==> src/rtl/div_by_n.sv <==
// Integer clock divider: out has a period of exactly DIV_VALUE clk cycles.
// Define DIV_BY_N_DUTY50_EN to add a negedge retiming flop that gives odd ratios a 50% duty cycle.
`timescale 1ns / 1ps

module div_by_n #(
   parameter int unsigned DIV_VALUE = 5
) (
   input  logic clk,
   input  logic rst,
   output logic out
);

   localparam int unsigned CntW = (DIV_VALUE < 2) ? 1 : $clog2(DIV_VALUE);
   localparam logic [CntW-1:0] CntMax  = CntW'(DIV_VALUE - 1);
   localparam logic [CntW-1:0] CntHalf = CntW'(DIV_VALUE / 2);

   if (DIV_VALUE < 2 || DIV_VALUE > 65535) begin : g_bad_div_value
      $error("div_by_n: DIV_VALUE=%0d outside legal range 2..65535", DIV_VALUE);
   end

   logic [CntW-1:0] cnt_q, cnt_d;
   logic            pos_q, pos_d;

   // pos_q is high while the pre-edge count is in the first half of the period.
   always_comb begin
      cnt_d = (cnt_q == CntMax) ? '0 : cnt_q + 1'b1;
      pos_d = (cnt_q < CntHalf);
   end

   always_ff @(posedge clk or negedge rst) begin
      if (!rst) begin
         cnt_q <= '0;
         pos_q <= 1'b0;
      end else begin
         cnt_q <= cnt_d;
         pos_q <= pos_d;
      end
   end

`ifdef DIV_BY_N_DUTY50_EN
   localparam bit OddN = (DIV_VALUE % 2) == 1;

   if (OddN) begin : g_duty50
      logic neg_q, neg_d;

      always_comb begin
         neg_d = pos_q;
      end

      always_ff @(negedge clk or negedge rst) begin
         if (!rst) begin
            neg_q <= 1'b0;
         end else begin
            neg_q <= neg_d;
         end
      end

      // Only one OR input changes at each transition, so the output cannot glitch.
      assign out = pos_q | neg_q;
   end else begin : g_pos_only
      assign out = pos_q;
   end
`else
   assign out = pos_q;
`endif

endmodule

==> config.mk <==
export PLATFORM = sky130hd
export DESIGN_NAME = div_by_n
export DESIGN_NICKNAME = d
export VERILOG_FILES = /design/src/rtl/div_by_n.sv
export SDC_FILE = /design/constraint.sdc
export NUM_CORES = 1
export LEC_CHECK = 0
export CELL_PAD_IN_SITES_DETAIL_PLACEMENT = 2
export CELL_PAD_IN_SITES_GLOBAL_PLACEMENT = 2
export CORE_AREA = 2 2 39 41
export DETAILED_ROUTE_END_ITERATION = 16
export DIE_AREA = 0 0 41 43
export GPL_TIMING_DRIVEN = 0
export PLACE_DENSITY = 0.31
export REMOVE_ABC_BUFFERS = 1
export SETUP_SLACK_MARGIN = 0.1
export SYNTH_ARGS = -nofsm -noshare
export SYNTH_HDL_FRONTEND = slang
export SYNTH_SLANG_ARGS = --single-unit
export TNS_END_PERCENT = 100
==> constraint.sdc <==
create_clock -name clk -period 1.13 [get_ports clk]
set_input_delay 0.226 -clock clk [delete_from_list [all_inputs] [get_ports clk]]
set_output_delay 0.226 -clock clk [all_outputs]
set_load 0.05 [all_outputs]
==> metrics.txt, run 1 <==
Final min period=roughly 1.0 ns; period utilisation layout=0.882; port bufs=2; n_diodes=0; drt first-iter violations=2; crit path DAT=1.15 ns; wire per inst=9.91 um; Crit. End Element=register; dpl hpwl=262 um; core area=0.00138 sq mm; first-pass GRT wire length=531 um; die area=between 0.0015 and 0.002 sq mm; mux cell area share after synthesis=0.0606; layout cells sized above 1=0.263; dpl cells=31; cell breakdown of the critical path=inv_1 -> ha_1 -> nand2b_1 -> mux2i_1; CTS tree=built; grt ovf=0; Max transition margin=0.862; TritonCTS Buffers=3; total track usage=0.0533; placer congestion estimate=0.591; drt pass-1 iters=2; Worst-Skew Late Latency=0.23 ns; Hold Fails Final Rpt=0; Worst Reg-to-Reg Cells=4; largest net degree at the start of global routing=6; Synth top cells by count=dfrtp_1, ha_1, inv_1; antenna-violating nets left=0; number of antenna violations at the first check in global routing=0; largest family of logic cells by synthesized area=adder cells; FF-to-FF End=cnt_q[2]; Yosys top cell by area=dfrtp_1; Ys Warns=0; clock transition at the registers of the reported paths=0.04 ns; syn avg cell area=12.7 sq um; crit start category=register; Synth Area in Compound Gates=0.0758; worst vdd ir=between 0.2 and 0.3 mV; setup repair after global routing missed its margin=true; critical path type=register to register; fmax=1000 MHz; Cell variety after synth=8; setup violators final=0; Synth async-reset ratio=1.00; synth top area cells=dfrtp_1, ha_1, mux2i_1; fin. max-slew vios=0; required time worst endpoint=1.28 ns; Hold WC Path Type=input port to asynchronous set/reset pin; H-tree levels=1; flops & latches, synth=4; PD cells=1400 mW/mm^2; Leakage=0.108 nW; clk sink count=4; top-count cell post-synth=dfrtp_1; Syn Inst Count=13; drt via density=3.29; # DRC=0; Worst Max-Slew Pin Slew=0.206 ns; die width=between 40 and 50 um; initial core utilization=0.119; setup slack, reg-to-reg=around 0.13 ns; reg2reg start=cnt_q[0]; crit-path max cell delay=0.38 ns; DRT Wirelength=between 300 and 400 um; top_reg_cell synth=dfrtp_1; Synth Area in XOR/XNOR=0; Hold-fix buffers, CTS=0; die height=between 40 and 50 um; # Max-Cap Violations=0; I/O pin total=3; Core Rows=14; clock buffer depth=2; via count=115; Synth Cell Area=165 sq um; status=completed; Simple-Gate Fraction of Synth Area=0.0606; area grow syn2layout=40.9%; top cell type's share of synthesized area=0.606; Filler cells=168; Crit Path Max Fanout=3; vias in the first global route=133; Slowest cell on crit path=dfrtp_1; Nets=25; final std cells w/o fill=35; Adder-Cell Fraction of Synth Area=0.152; final setup TNS=0 ns; clock skew=0.00246 ns; EDFF count, synth=0; register area share after synthesis=0.606; CTS root buf=clkbuf_4
## layout make-up
type                            count  area (sq um)  area share
Clock buffer                        3          22.5      0.0968
Multi-Input combinational cell      7          57.6       0.247
Tap cell                           16          20.0      0.0860
Inverter                            2          7.51      0.0323
Timing Repair Buffer                3          25.0       0.108
Sequential cell                     4           100       0.430
## worst max-delay path, delay by kind of cell, from the launching register on
kind | cells | cell delay (ns)
and+or+nand+nor | 1 | 0.14
DFF | 1 | 0.38
muxes | 1 | 0.12
adders and majority gates | 1 | 0.22
buffers and inverters | 1 | 0.06
## per-stage QoR
stage          hold WS (ns)  cell area, sq um   util  total power (W)  setup slack, ns
3_5_place_dp          0.464               205  0.148         0.000152           -0.188
5_1_grt               0.232               233  0.168         0.000350           0.0781
3_3_place_gp          0.442               205  0.148         0.000152           -0.190
2_1_floorplan       -0.0696               165      -         0.000146            0.236
4_1_cts               0.216               223  0.161         0.000338            0.102
6_report              0.206               233  0.168         0.000327            0.133
## timing repair
item                       4_1_cts  5_1_grt
setup endpoints to repair        1        2
setup buffers                    0        1
resized for setup                5        2
## logic make-up (layout without fill, tap and decap cells)
group                    Yosys count  after routing
multiplexers                       1              1
adder cells (fa/ha/maj)            2              2
AND/OR/NAND/NOR                    2              2
buffers and inverters              2              8
AO/OA/AOI/OAI                      2              2
flip-flops                         4              4
## cell usage in the layout (no fill, tap or decap)
cell	count
a21boi_0	1
a21oi_1	1
buf_4	2
clkbuf_4	3
clkdlybuf4s50_1	1
dfrtp_1	4
ha_1	2
inv_1	2
mux2i_1	1
nand2b_1	1
nor2_1	1
## power by group
part | internal [W] | total [W] | leakage [nW] | switching, W
clock | 0.000119 | 0.000177 | 0.0138 | 0.0000578
combinational | 0.00000308 | 0.00000600 | 0.0430 | 0.00000292
sequential | 0.000144 | 0.000144 | 0.0512 | 0
total | 0.000266 | 0.000327 | 0.108 | 0.0000607
## state kept, by name, indices dropped and copies added (netlist names)
name and count:
cnt_q 3, out 1
## worst max-delay path by stage
stage	from	endpoint	slack (ns)	cells past startpoint
final	cnt_q[0]	cnt_q[2]	0.13	4
after global routing	cnt_q[0]	cnt_q[2]	0.08	4
after CTS	out	out	0.10	1
after detailed placement	out	out	-0.19	1
after global placement	out	out	-0.19	1
after floorplan	cnt_q[0]	cnt_q[2]	0.24	4
## layer usage
metal  routed length, um  share of wire  GRT usage  vias up
li1                    -              -          -       54
met1                 150           0.43     0.0583       57
met2                 177           0.51     0.0625        4
met3                  19          0.055     0.0314        0
met4                   0              0     0.0600        0
met5                   0              0          0        -
(Power assumes the default switching activity.)
==> run 2, diff against run 1 <==
--- a/config.mk
+++ b/config.mk
@@ -10,8 +10,10 @@
 export CORE_AREA = 2 2 39 41
 export DETAILED_ROUTE_END_ITERATION = 16
 export DIE_AREA = 0 0 41 43
+export DONT_BUFFER_PORTS = 1
 export GPL_TIMING_DRIVEN = 0
-export PLACE_DENSITY = 0.31
+export HOLD_SLACK_MARGIN = 0.12
+export PLACE_DENSITY = 0.3
 export REMOVE_ABC_BUFFERS = 1
 export SETUP_SLACK_MARGIN = 0.1
 export SYNTH_ARGS = -nofsm -noshare
==> run 2 against run 1 <==
Effect of this change: via count is 6.1% lower; core utilization down 0.27 points; non-clock buffer count shrank 2.
==> metrics.txt, run 2 (same netlist as run 1, synthesis figures left out) <==
status=completed; H-tree levels=1 (unchanged); drt pass-1 iters=1 (-1); drt first-iter violations=0 (-2); Max transition margin=0.837 (-0.0247); die width=41 um (unchanged); clock transition at the registers of the reported paths=0.04 ns (about the same); Leakage=0.106 nW (-1.6%); Hold Fails Final Rpt=0 (unchanged); clk sink count=4 (unchanged); critical path type=register to primary output; post-placement setup slack=0.134 ns (+0.323 ns); clock buffer depth=2 (unchanged); n_diodes=0 (unchanged); initial core utilization=0.119 (unchanged); # DRC=0 (unchanged); largest net degree at the start of global routing=6 (unchanged); Hold WC Path Type=input port to asynchronous set/reset pin; Final min period=0.960 ns (-0.0373 ns); Core Rows=14 (unchanged); PD cells=1440 mW/mm^2 (+2.5%); worst vdd ir=0.226 mV (-15%); first-pass GRT wire length=579 um (+9.0%); Filler cells=168 (unchanged); Crit Path Max Fanout=1 (-2); antenna-violating nets left=0 (unchanged); setup violators final=0 (unchanged); via count=108 (-6.1%); vias in the first global route=133 (unchanged); crit path DAT=0.73 ns (-0.42 ns); area grow syn2layout=38.6%; DRT Wirelength=320 um (-7.8%); CTS tree=built; die height=43 um (unchanged); Worst Max-Slew Pin Slew=0.245 ns (+0.0384 ns); Nets=23 (-8.0%); required time worst endpoint=0.90 ns (-0.38 ns); clock skew=0.000561 ns (-0.00190 ns); Crit. End Element=primary output; layer carrying the most global-route usage=met4; most frequent cells in the layout=clkbuf_4, dfrtp_1; crit start category=register; total track usage=0.0611 (+0.00780); M3 GR Usage=0.0471 (+0.0157); placer congestion estimate=0.517 (-12%); drt via density=3.27 (-0.40%); Largest register FFs=3 (unchanged); final setup TNS=0 ns (unchanged); number of antenna violations at the first check in global routing=0 (unchanged); TritonCTS Buffers=3 (unchanged); met2 Usage GRT=0.0750 (+0.0125); layout cells sized above 1=0.412 (+0.149); grt ovf=0 (unchanged); period utilisation layout=0.849 (-0.0330); port bufs=0 (-2); Largest Register=cnt_q; Worst-Skew Late Latency=0.23 ns (about the same); fmax=1040 MHz (+3.9%); fin. max-slew vios=0 (unchanged); core area=0.00138 sq mm (unchanged); CTS root buf=clkbuf_4; # Max-Cap Violations=0 (unchanged); met1 GRT Util=0.0511 (-0.00713); I/O pin total=3 (unchanged); final worst slack=0.170 ns (+0.0373 ns); setup repair after global routing missed its margin=false; wire per inst=9.70 um (-2.2%); die area=0.00176 sq mm (unchanged)
run 2: cell types whose count changed in the layout (fill, tap and decap cells not counted), sizes merged:
cell,before,now
dlygate4sd3,0,1
buf,2,0
clkdlybuf4s50,1,0
run 2: path summary, 6_finish.rpt:
kind                       startpoint        to  slack (ns)  cells past startpoint
max reg2reg                  cnt_q[0]  cnt_q[1]        0.18                      3
min in group clk             cnt_q[1]       out        0.45                      1
max                               out       out        0.17                      0
max in group asynchronous         rst       out        0.66                      1
min                               rst  cnt_q[1]        0.27                      1
min reg2reg                  cnt_q[1]       out        0.45                      1
run 2: area by class of cell:
class	instances	area, sq um	share of cell area
sequential	4	101	0.443
multi-input combinational	7	67.6	0.295
clock buffer	3	22.5	0.0984
tap	16	20.0	0.0874
timing repair buffer	1	10.0	0.0437
inverter	2	7.51	0.0328
run 2: what timing repair did:
action                     4_1_cts  5_1_grt
setup endpoints to repair        1        1
hold endpoints to repair         4        0
hold buffers                     1        0
gates resized for setup          1        3
setup buffers                    0        0
run 2: metrics by stage:
step | cells | cell area (sq um) | power [W] | hold WS, ns | utilization
finish | 33 | 229 | 0.000329 | 0.272 | 0.165
global route | 33 | 229 | 0.000353 | 0.289 | 0.165
CTS | 33 | 219 | 0.000340 | 0.274 | 0.158
detailed placement | 29 | 185 | 0.000146 | -0.0695 | 0.134
global placement | 29 | 185 | 0.000146 | -0.0695 | 0.134
floorplan | 13 | 165 | 0.000146 | -0.0696 | -
run 2: where the power goes:
part	internal [W]	total, W	leakage (nW)	switching (W)
Clock	0.000119	0.000180	0.0138	0.0000612
Sequential	0.000144	0.000144	0.0495	0
Combinational	0.00000238	0.00000522	0.0430	0.00000284
Total	0.000265	0.000329	0.106	0.0000640
run 2: worst register-to-register path: stages, from the launching register on:
cell	delay, ns
dfrtp_1	0.40
inv_2	0.06
ha_2	0.25
a21boi_0	0.11
run 2: metal layers:
layer / part of all wire / vias to the layer above
met5: 0 / -
met4: 0 / 0
met3: 0.091 / 0
met2: 0.54 / 3
met1: 0.37 / 55
li1: - / 50
